<file path="config.mk">
export PLATFORM = sky130hd
export DESIGN_NAME = int_ctrl_nested
export DESIGN_NICKNAME = d
export VERILOG_FILES = /design/src/rtl/int_ctrl_pkg.sv /design/src/rtl/int_ret_stack.sv /design/src/rtl/int_ctrl_nested.sv
export SDC_FILE = /design/constraint.sdc
export NUM_CORES = 1
export LEC_CHECK = 0
export CORE_MARGIN = 2
export CORE_UTILIZATION = 30
export CTS_CLUSTER_DIAMETER = 50
export DETAILED_ROUTE_END_ITERATION = 10
export PLACE_DENSITY = 0.52
export SLEW_MARGIN = 30
export SYNTH_ARGS = -nofsm -noshare
export SYNTH_HDL_FRONTEND = slang
export SYNTH_SLANG_ARGS = --single-unit
</file>
<file path="constraint.sdc">
create_clock -name clk -period 5.5 [get_ports clk]
set_input_delay 1.1 -clock clk [delete_from_list [all_inputs] [get_ports clk]]
set_output_delay 1.1 -clock clk [all_outputs]
set_load 0.01 [all_outputs]
</file>
<file path="src/rtl/int_ctrl_pkg.sv">
// int_ctrl_pkg: shared constants, event type and priority encoder
// for the nested vectored interrupt controller.
package int_ctrl_pkg;

   localparam int DEF_VEC_BASE   = 'h0100;
   localparam int DEF_VEC_STRIDE = 4;
   localparam int MAX_INT        = 32;
   localparam int MAX_IDX_W      = 5;

   typedef enum logic [1:0] {
      EV_NONE,
      EV_ENTER,
      EV_RETURN
   } ev_t;

   typedef struct packed {
      logic                 found;
      logic [MAX_IDX_W-1:0] idx;
   } prio_t;

   // Lowest set bit wins; scanning downward lets it overwrite.
   function automatic prio_t prio_enc(input logic [MAX_INT-1:0] vec);
      prio_t r;
      r = '0;
      for (int i = MAX_INT - 1; i >= 0; i--) begin
         if (vec[i]) begin
            r.found = 1'b1;
            r.idx   = MAX_IDX_W'(i);
         end
      end
      return r;
   endfunction

endpackage

</file>
<file path="src/rtl/int_ret_stack.sv">
// int_ret_stack: small LIFO holding {return pc, level} entries
// for nested interrupt service.
module int_ret_stack #(
   parameter int WIDTH = 8,
   parameter int DEPTH = 4
) (
   input  logic             clk,
   input  logic             rst,
   input  logic             push,
   input  logic             pop,
   input  logic [WIDTH-1:0] din,
   output logic [WIDTH-1:0] top,
   output logic             full,
   output logic             empty
);

   localparam int PW = (DEPTH > 1) ? $clog2(DEPTH) : 1;
   localparam int CW = $clog2(DEPTH + 1);

   logic [WIDTH-1:0] mem [DEPTH];
   logic [CW-1:0]    cnt;
   logic [PW-1:0]    wr_ptr;
   logic [PW-1:0]    rd_ptr;

   assign wr_ptr = PW'(cnt);
   assign rd_ptr = PW'(cnt - 1'b1);
   assign full   = (cnt == CW'(DEPTH));
   assign empty  = (cnt == '0);
   assign top    = mem[rd_ptr];

   always_ff @(posedge clk or negedge rst) begin
      if (!rst) begin
         cnt <= '0;
      end else if (push && !full) begin
         cnt <= cnt + 1'b1;
      end else if (pop && !empty) begin
         cnt <= cnt - 1'b1;
      end
   end

   // Storage needs no reset: only entries below cnt are ever read.
   always_ff @(posedge clk) begin
      if (push && !full) begin
         mem[wr_ptr] <= din;
      end
   end

endmodule

</file>
<file path="src/rtl/int_ctrl_nested.sv">
// int_ctrl_nested: vectored priority interrupt controller with
// nested preemption and a hardware return-address stack.
module int_ctrl_nested
   import int_ctrl_pkg::*;
#(
   parameter int NUM_INT    = 16,
   parameter int ADDR_W     = 16,
   parameter int NEST_DEPTH = 4,
   parameter int VEC_BASE   = DEF_VEC_BASE,
   parameter int VEC_STRIDE = DEF_VEC_STRIDE
) (
   input  logic                       clk,
   input  logic                       rst,
   input  logic [$clog2(NUM_INT):0]   reg_addr,
   input  logic                       ier_set,
   input  logic                       ier_clr,
   input  logic                       ifr_set,
   input  logic                       ifr_clr,
   input  logic [NUM_INT-1:0]         irq_in,
   input  logic [ADDR_W-1:0]          pc_in,
   input  logic                       reti,
   output logic                       take,
   output logic [ADDR_W-1:0]          addr_out,
   output logic                       in_service,
   output logic [$clog2(NUM_INT)-1:0] active_id,
   output logic                       reti_err
);

   localparam int IDW = $clog2(NUM_INT);
   localparam int LW  = IDW + 1;
   localparam int SW  = ADDR_W + LW;

   logic [NUM_INT:0]   ier;
   logic [NUM_INT:0]   ier_hot;
   logic [NUM_INT:0]   ier_s;
   logic [NUM_INT:0]   ier_c;
   logic [NUM_INT-1:0] ifr;
   logic [NUM_INT-1:0] irq_q;
   logic [NUM_INT-1:0] pend;
   logic [NUM_INT-1:0] ifr_hot;
   logic [NUM_INT-1:0] ack_hot;
   logic [NUM_INT-1:0] set_v;
   logic [NUM_INT-1:0] clr_v;
   logic [LW-1:0]      cur_lvl;
   logic [LW-1:0]      win_lvl;
   logic [ADDR_W-1:0]  vec_addr;
   logic [SW-1:0]      top;
   logic               full;
   logic               empty;
   logic               ret_ok;
   logic               enter_ok;
   prio_t              win;
   ev_t                ev;

   assign pend     = ier[NUM_INT-1:0] & ifr;
   assign win      = prio_enc(MAX_INT'(pend));
   assign win_lvl  = LW'(win.idx);
   assign vec_addr = ADDR_W'(VEC_BASE + VEC_STRIDE * int'(win_lvl));

   assign ret_ok   = reti && !empty;
   assign enter_ok = ier[NUM_INT] && win.found &&
                     (win_lvl < cur_lvl) && !full && !reti;

   always_comb begin
      ev = EV_NONE;
      unique case (1'b1)
         ret_ok:   ev = EV_RETURN;
         enter_ok: ev = EV_ENTER;
         default:  ev = EV_NONE;
      endcase
   end

   // Out-of-range register indices shift the one-hot to zero.
   assign ifr_hot = NUM_INT'(1) << reg_addr;
   assign ier_hot = (NUM_INT+1)'(1) << reg_addr;
   assign ier_s   = ier_set ? ier_hot : '0;
   assign ier_c   = ier_clr ? ier_hot : '0;
   assign ack_hot = (ev == EV_ENTER) ? (NUM_INT'(1) << win_lvl) : '0;
   assign set_v   = (irq_in & ~irq_q) | (ifr_set ? ifr_hot : '0);
   assign clr_v   = (ifr_clr ? ifr_hot : '0) | ack_hot;

   int_ret_stack #(
      .WIDTH (SW),
      .DEPTH (NEST_DEPTH)
   ) u_stack (
      .clk   (clk),
      .rst   (rst),
      .push  (ev == EV_ENTER),
      .pop   (ev == EV_RETURN),
      .din   ({pc_in, cur_lvl}),
      .top   (top),
      .full  (full),
      .empty (empty)
   );

   always_ff @(posedge clk or negedge rst) begin
      if (!rst) begin
         ier      <= '0;
         ifr      <= '0;
         irq_q    <= '0;
         cur_lvl  <= LW'(NUM_INT);
         take     <= 1'b0;
         addr_out <= '0;
         reti_err <= 1'b0;
      end else begin
         ier      <= (ier & ~ier_c) | ier_s;
         ifr      <= (ifr & ~clr_v) | set_v;
         irq_q    <= irq_in;
         take     <= (ev != EV_NONE);
         reti_err <= reti && empty;
         unique case (ev)
            EV_ENTER: begin
               cur_lvl  <= win_lvl;
               addr_out <= vec_addr;
            end
            EV_RETURN: begin
               {addr_out, cur_lvl} <= top;
            end
            default: ;
         endcase
      end
   end

   assign in_service = !empty;
   assign active_id  = in_service ? cur_lvl[IDW-1:0] : '0;

endmodule

</file>
==> results.py, run 1 <==
metrics = {
    "placed_design": {
        "placedCellCount": 846,
        "dp_hpwl_mm": 11.3,
        "portBuffers": 66,
        "finalWeightedCongestion": 0.835,
    },
    "timing": {
        "fin_worst_skew_ps": 11.5,
        "maxSlewViolCount": 0,
        "min_period_ps": 4430,
        "setup_violations": 0,
        "period_share_pct": 80.5,
        "finalSetupTns_ps": 0,
        "hold_viol": 0,
        "tightest_slew_ps": 927,
        "grt_setup_unrepaired": "no",
        "relSlewSlack_pct": 38.0,
        "fmax_ghz": 0.226,
    },
    "grt": {
        "met3_usage_pct": 3.95,
        "gr-total-overflow": 0,
        "grt_max_degree": 76,
        "grt_pass1_wl_mm": 26.7,
        "met1_usage_pct": 19.1,
        "grt_util_met2_pct": 23.9,
        "antenna_found_initial": 0,
        "track_usage_pct": 14.6,
        "grt_pass1_vias": 4669,
        "grt.busiest_layer": "met2",
    },
    "run_status": {
        "outcome": "finished clean",
    },
    "worst_setup_path": {
        "start_kind": "flip-flop",
        "cp_slowest_stage_delay_ps": 610,
        "rrSetupSlack_ps": 1070,
        "r2r_cells": 10,
        "path_cells": "a22oi_1, o211ai_1, a211oi_1, ha_1, a211oi_1, o2111ai_1, a221oi_1, a21boi_2, and2_1, buf_4",
        "worstSetupStartpoint": "ifr[10]",
        "cp.arrival_ps": 4550,
        "path_buf_inv": 1,
        "worstSetupPathType": "reg2reg",
        "r2r_end": "u_stack.mem[3][2]",
        "cp_top_family": "compound AO/OA/AOI/OAI gates",
        "crit_end": "u_stack.mem[3][2]",
        "slowest_stage": "a211oi_1",
        "crit_required_ps": 5630,
        "critPathMaxFanout": 12,
        "r2r_start": "ifr[10]",
        "cp_common_cell": "a211oi_1",
        "crit_cells": 10,
        "critPathCaptureType": "flip-flop",
    },
    "yosys": {
        "synth.area.mux_share_pct": 6.95,
        "ys_seq_area_share_pct": 64.7,
        "synth_flop_cell": "edfxtp_1",
        "avgSynthCellArea_um2": 13.3,
        "async_flop_share_pct": 47.2,
        "synthCells": 510,
        "synth_nets": 562,
        "synth-adder-area-share_pct": 1.47,
        "synth-xor-area-share_pct": 0.257,
        "synth_seq_cells": 159,
        "synth_top_family_by_area": "compound AO/OA/AOI/OAI gates",
        "yosys_warnings": 0,
        "synth_edf_count": 84,
        "synth_cell_type_count": 57,
        "synth_simple_gate_area_share_pct": 11.3,
        "synth_compound_area_share_pct": 13.4,
        "synth_area_um2": 6810,
    },
    "clock_network": {
        "insertion_delay_ps": 430,
        "cts.sinks": 159,
        "h-tree-depth": 4,
        "cts_tree": "done",
        "ctsResizeCount": 0,
        "clk_pin_slew_ps": 70,
        "cts_root_buf": "clkbuf_16",
        "postCtsSetupBuffers": 0,
        "ctsLongestPathBuffers": 2,
        "cts_hold_buf": 0,
        "cts_buffers": 17,
    },
    "floorplan": {
        "initial_core_util_pct": 30.3,
        "fp.coreArea_um2": 22400,
        "die_w_um": 155,
        "io_pins": 67,
        "die_h_um": 155,
        "rows": 55,
        "dieArea_um2": 23900,
    },
    "pwr": {
        "max-vdd-ir-drop_v": 0.000300,
        "p_per_area_nw_per_um2": 492,
        "p_leak_nw": 3.11,
    },
    "route": {
        "dr_total_vias": 4465,
        "antenna_left": 0,
        "wirelength_mm": 16.7,
        "drt_pass1_iterations": 4,
        "viasPerCell": 5.09,
        "drc": 0,
        "wire_per_inst_um": 19.1,
        "drt_iter0_markers": 300,
    },
    "final_layout": {
        "most-common-layout-cells": "nand2_1 (87), edfxtp_1 (84), dfrtp_1 (74)",
        "final_common_cell": "nand2_1",
        "num_antenna_cells": 0,
        "area_growth_syn_to_layout_pct": 23.7,
        "instances_no_fill": 878,
        "drive_above_1_share_pct": 12.8,
        "finalNetCount": 632,
    },
    "flow_run": {
        "maxCapViolations": 0,
    },
    "min_path": {
        "hp-class": "reg2reg",
    },
}
==> synthesized netlist by cell type (10+ instances only) <==
cell      count  area, µm²
a31oi_1      15       93.8
nor2_1       23       86.3
a21oi_1      16       80.1
o21ai_0      16       80.1
nand2_1      87        327
mux4_2       21        473
edfxtp_1     84       2520
inv_1        13       48.8
dfrtp_1      74       1850
a21boi_0     10       75.1
nor2b_1      11       68.8
and2_1       11       68.8
clkbuf_1     17       63.8
a22o_1       23        201
==> worst register-to-register path: stages, from the launching register on <==
cell       delay [ps]
dfrtp_1           410
a22oi_1           280
o211ai_1          180
a211oi_1          610
ha_1              380
a211oi_1          290
o2111ai_1         290
a221oi_1          260
a21boi_2          490
and2_1            590
buf_4             330
==> power by group <==
part	total, W	internal (W)	switching [W]
clock network	0.00122	0.000658	0.000559
registers	0.00164	0.00150	0.000142
logic	0.00128	0.000615	0.000669
total	0.00414	0.00277	0.00137
==> registers in the layout, indices dropped and copies added (netlist names) <==
name / cells
ifr: 16
reti_err: 1
take: 1
addr_out: 16
cur_lvl: 5
ier: 17
u_stack.cnt: 3
u_stack.mem: 84
irq_q: 16
==> cells by family (layout without fill, tap and decap cells) <==
| family | after synthesis | count (layout) |
|---|---|---|
| buffers and inverters | 35 | 118 |
| XOR/XNOR | 2 | 2 |
| AO/OA/AOI/OAI | 122 | 122 |
| AND/OR/NAND/NOR | 163 | 163 |
| multiplexers | 21 | 21 |
| adder cells (fa/ha/maj) | 8 | 8 |
| flip-flops | 159 | 159 |
==> area by class of cell <==
cell class                      count  area [µm²]
Fill cell                        2140       14000
Sequential cell                   159        4400
Multi-Input combinational cell    316        2270
Timing Repair Buffer               73         714
Clock buffer                       17         425
Tap cell                          285         357
Clock inverter                     15         200
Inverter                           13        48.8
==> worst min-delay path by stage <==
stage / start / to / slack (ps) / depth (start not counted)
2_1_floorplan: u_stack.cnt[2] / u_stack.cnt[2] / 460 / 1
3_3_place_gp: u_stack.cnt[2] / u_stack.cnt[2] / 470 / 1
3_5_place_dp: u_stack.cnt[2] / u_stack.cnt[2] / 490 / 1
4_1_cts: u_stack.cnt[2] / u_stack.cnt[2] / 500 / 1
5_1_grt: u_stack.cnt[2] / u_stack.cnt[2] / 520 / 1
6_report: u_stack.cnt[2] / u_stack.cnt[2] / 490 / 1
==> routing by layer <==
layer | up-vias | part of all wire (%)
met5 | - | 0
met3 | 16 | 5.6
li1 | 2062 | -
met1 | 2274 | 44
met2 | 113 | 49
met4 | 0 | 1.3
==> stage by stage <==
step                worst slack, ps  hold slack (ps)  power, W  utilization [%]  instance area (µm²)
floorplan                      1640              460   0.00245                -                 6810
global placement               1390              475   0.00295             34.7                 7790
detailed placement             1060              487   0.00297             34.7                 7790
CTS                            1050              498   0.00420             37.5                 8420
global route                    762              515   0.00438             37.5                 8420
finish                         1070              493   0.00414             37.5                 8420
Power figures use the tool's default switching activity.
==> run 2: changes to the inputs <==
- PLACE_DENSITY: 0.52 -> 0.54
- clock period: 5.5 -> 3.6 ns (I/O delays scaled with it)
==> run 2 against run 1 <==
Net effect: total power grew 56%; sequential share of layout area shrank 0.49 points; via count grew 2.1%; sequential cell count is the same; non-clock buffer count grew 6; largest power group unchanged; critical path type unchanged.
==> results.py, run 2 (synthesized netlist as in run 1, its figures left out) <==
metrics = {
    "min_path": {
        "hp-class": "in2async",
    },
    "floorplan": {
        "die_w_um": 155,
        "initial_core_util_pct": 30.3,
        "die_h_um": 155,
        "rows": 55,
        "fp.coreArea_um2": 22400,
        "io_pins": 67,
        "dieArea_um2": 23900,
    },
    "final_layout": {
        "area_growth_syn_to_layout_pct": 24.9,
        "top_register": "u_stack.mem",
        "regArea_um2": 4400,
        "instances_no_fill": 884,
        "drive_above_1_share_pct": 14.2,
        "multi_input_area_um2": 2280,
        "top_regs": "u_stack.mem (84), ier (17)",
        "final_common_cell": "nand2_1",
        "fillers": 2145,
        "finalNetCount": 638,
        "largest_register_ffs": 84,
        "num_antenna_cells": 0,
        "most-common-layout-cells": "nand2_1 (87), edfxtp_1 (84), dfrtp_1 (74)",
    },
    "worst_setup_path": {
        "critPathCaptureType": "flip-flop",
        "worstSetupPathType": "reg2reg",
        "critPathMaxFanout": 14,
        "cp_top_family": "compound AO/OA/AOI/OAI gates",
        "cp_common_cell": "a211oi_1",
        "slowest_stage": "dfrtp_1",
        "cp_slowest_stage_delay_ps": 430,
        "cp.arrival_ps": 3540,
        "r2r_start": "ifr[11]",
        "worstSetupStartpoint": "ifr[11]",
        "start_kind": "flip-flop",
        "crit_required_ps": 3710,
        "path_cells": "a22oi_1, o211ai_1, a211oi_1, ha_1, a211oi_1, o2111ai_1, a221oi_1, a21boi_2, and2_2, buf_4",
        "path_buf_inv": 1,
    },
    "clock_network": {
        "cts_tree": "done",
        "cts_buffers": 17,
        "cts.sinks": 159,
        "cts_root_buf": "clkbuf_16",
        "ctsLongestPathBuffers": 2,
        "cts_hold_buf": 0,
        "h-tree-depth": 4,
        "clk_pin_slew_ps": 70,
        "ctsResizeCount": 0,
        "insertion_delay_ps": 430,
        "postCtsSetupBuffers": 0,
    },
    "timing": {
        "finalSetupTns_ps": 0,
        "period_share_pct": 95.2,
        "hold_ws_ps": 318,
        "maxSlewViolCount": 0,
        "fin_worst_skew_ps": 15.9,
        "relSlewSlack_pct": 42.9,
        "grt_setup_unrepaired": "no",
        "fmax_ghz": 0.292,
        "setup_violations": 0,
        "min_period_ps": 3430,
        "hold_viol": 0,
        "tightest_slew_ps": 854,
    },
    "route": {
        "wirelength_mm": 17.1,
        "viasPerCell": 5.16,
        "drt_pass1_iterations": 7,
        "drt_iter0_markers": 294,
        "drc": 0,
        "antenna_left": 0,
        "dr_total_vias": 4560,
        "wire_per_inst_um": 19.3,
    },
    "grt": {
        "track_usage_pct": 14.8,
        "grt_max_degree": 76,
        "antenna_found_initial": 0,
        "grt_pass1_vias": 4924,
        "gr-total-overflow": 0,
        "grt_pass1_wl_mm": 27.3,
    },
    "pwr": {
        "power_w": 0.00647,
        "p_per_area_nw_per_um2": 761,
        "p_leak_nw": 3.16,
        "max-vdd-ir-drop_v": 0.000402,
    },
    "flow_run": {
        "maxCapViolations": 0,
    },
    "placed_design": {
        "placedCellCount": 852,
        "portBuffers": 66,
        "finalWeightedCongestion": 0.893,
        "dp_hpwl_mm": 11.6,
    },
    "run_status": {
        "outcome": "finished clean",
    },
}
run 2: cell count changes in the layout (fill, tap and decap cells not counted), sizes merged:
cell / delta
clkinv: -7
buf: +6
inv: +4
bufinv: +2
clkbuf: +1
run 2: worst register-to-register path, stage by stage (launching register included):
cell       delay [ps]
dfrtp_1           430
a22oi_1           250
o211ai_1          170
a211oi_1          400
ha_1              330
a211oi_1          220
o2111ai_1         270
a221oi_1          270
a21boi_2          330
and2_2            210
buf_4             240
run 2: final timing paths:
path / to / slack (ps) / cells after the start
setup / recovery: u_stack.mem[3][4] / 170 / 10
hold / removal: irq_q[11] / 320 / 1
setup reg to reg: u_stack.mem[3][4] / 170 / 10
hold reg to reg: u_stack.cnt[2] / 510 / 1
max in group asynchronous: ier[2] / 2770 / 1
min in group clk: u_stack.cnt[2] / 510 / 1
run 2: metal layers:
metal	vias to the layer above	track usage (%)	routed length (µm)
met1	2314	18.1	7270
li1	2065	-	-
met5	-	0	0
met3	23	3.95	937
met2	158	25.6	8560
met4	0	4.81	337
run 2: area by class of cell:
class                           count  share of cell area, %
Sequential cell                   159                   51.8
Clock inverter                     14                   2.25
Clock buffer                       18                   5.17
Inverter                           13                  0.574
Tap cell                          285                   4.19
Timing Repair Buffer               79                   9.23
Multi-Input combinational cell    316                   26.8
run 2: through the flow:
stage	util (%)	area [µm²]	setup slack (ps)
6_report	37.9	8500	173
4_1_cts	37.9	8500	199
5_1_grt	37.9	8500	12.7
3_3_place_gp	35.1	7860	343
3_5_place_dp	35.1	7870	250
2_1_floorplan	-	6810	-34.7
run 2: report_power, final:
group / internal, W / total (W) / switching [W] / leakage (nW)
sequential: 0.00229 / 0.00253 / 0.000236 / 1.61
combinational: 0.000973 / 0.00201 / 0.00104 / 1.24
clock: 0.00114 / 0.00193 / 0.000795 / 0.312
total: 0.00440 / 0.00647 / 0.00207 / 3.16
==> run 3: changes to the inputs <==
- CTS_CLUSTER_DIAMETER: 50 -> 200
==> results of run 3 <==
Final layout, timing and power as in run 2 (identical DEF).
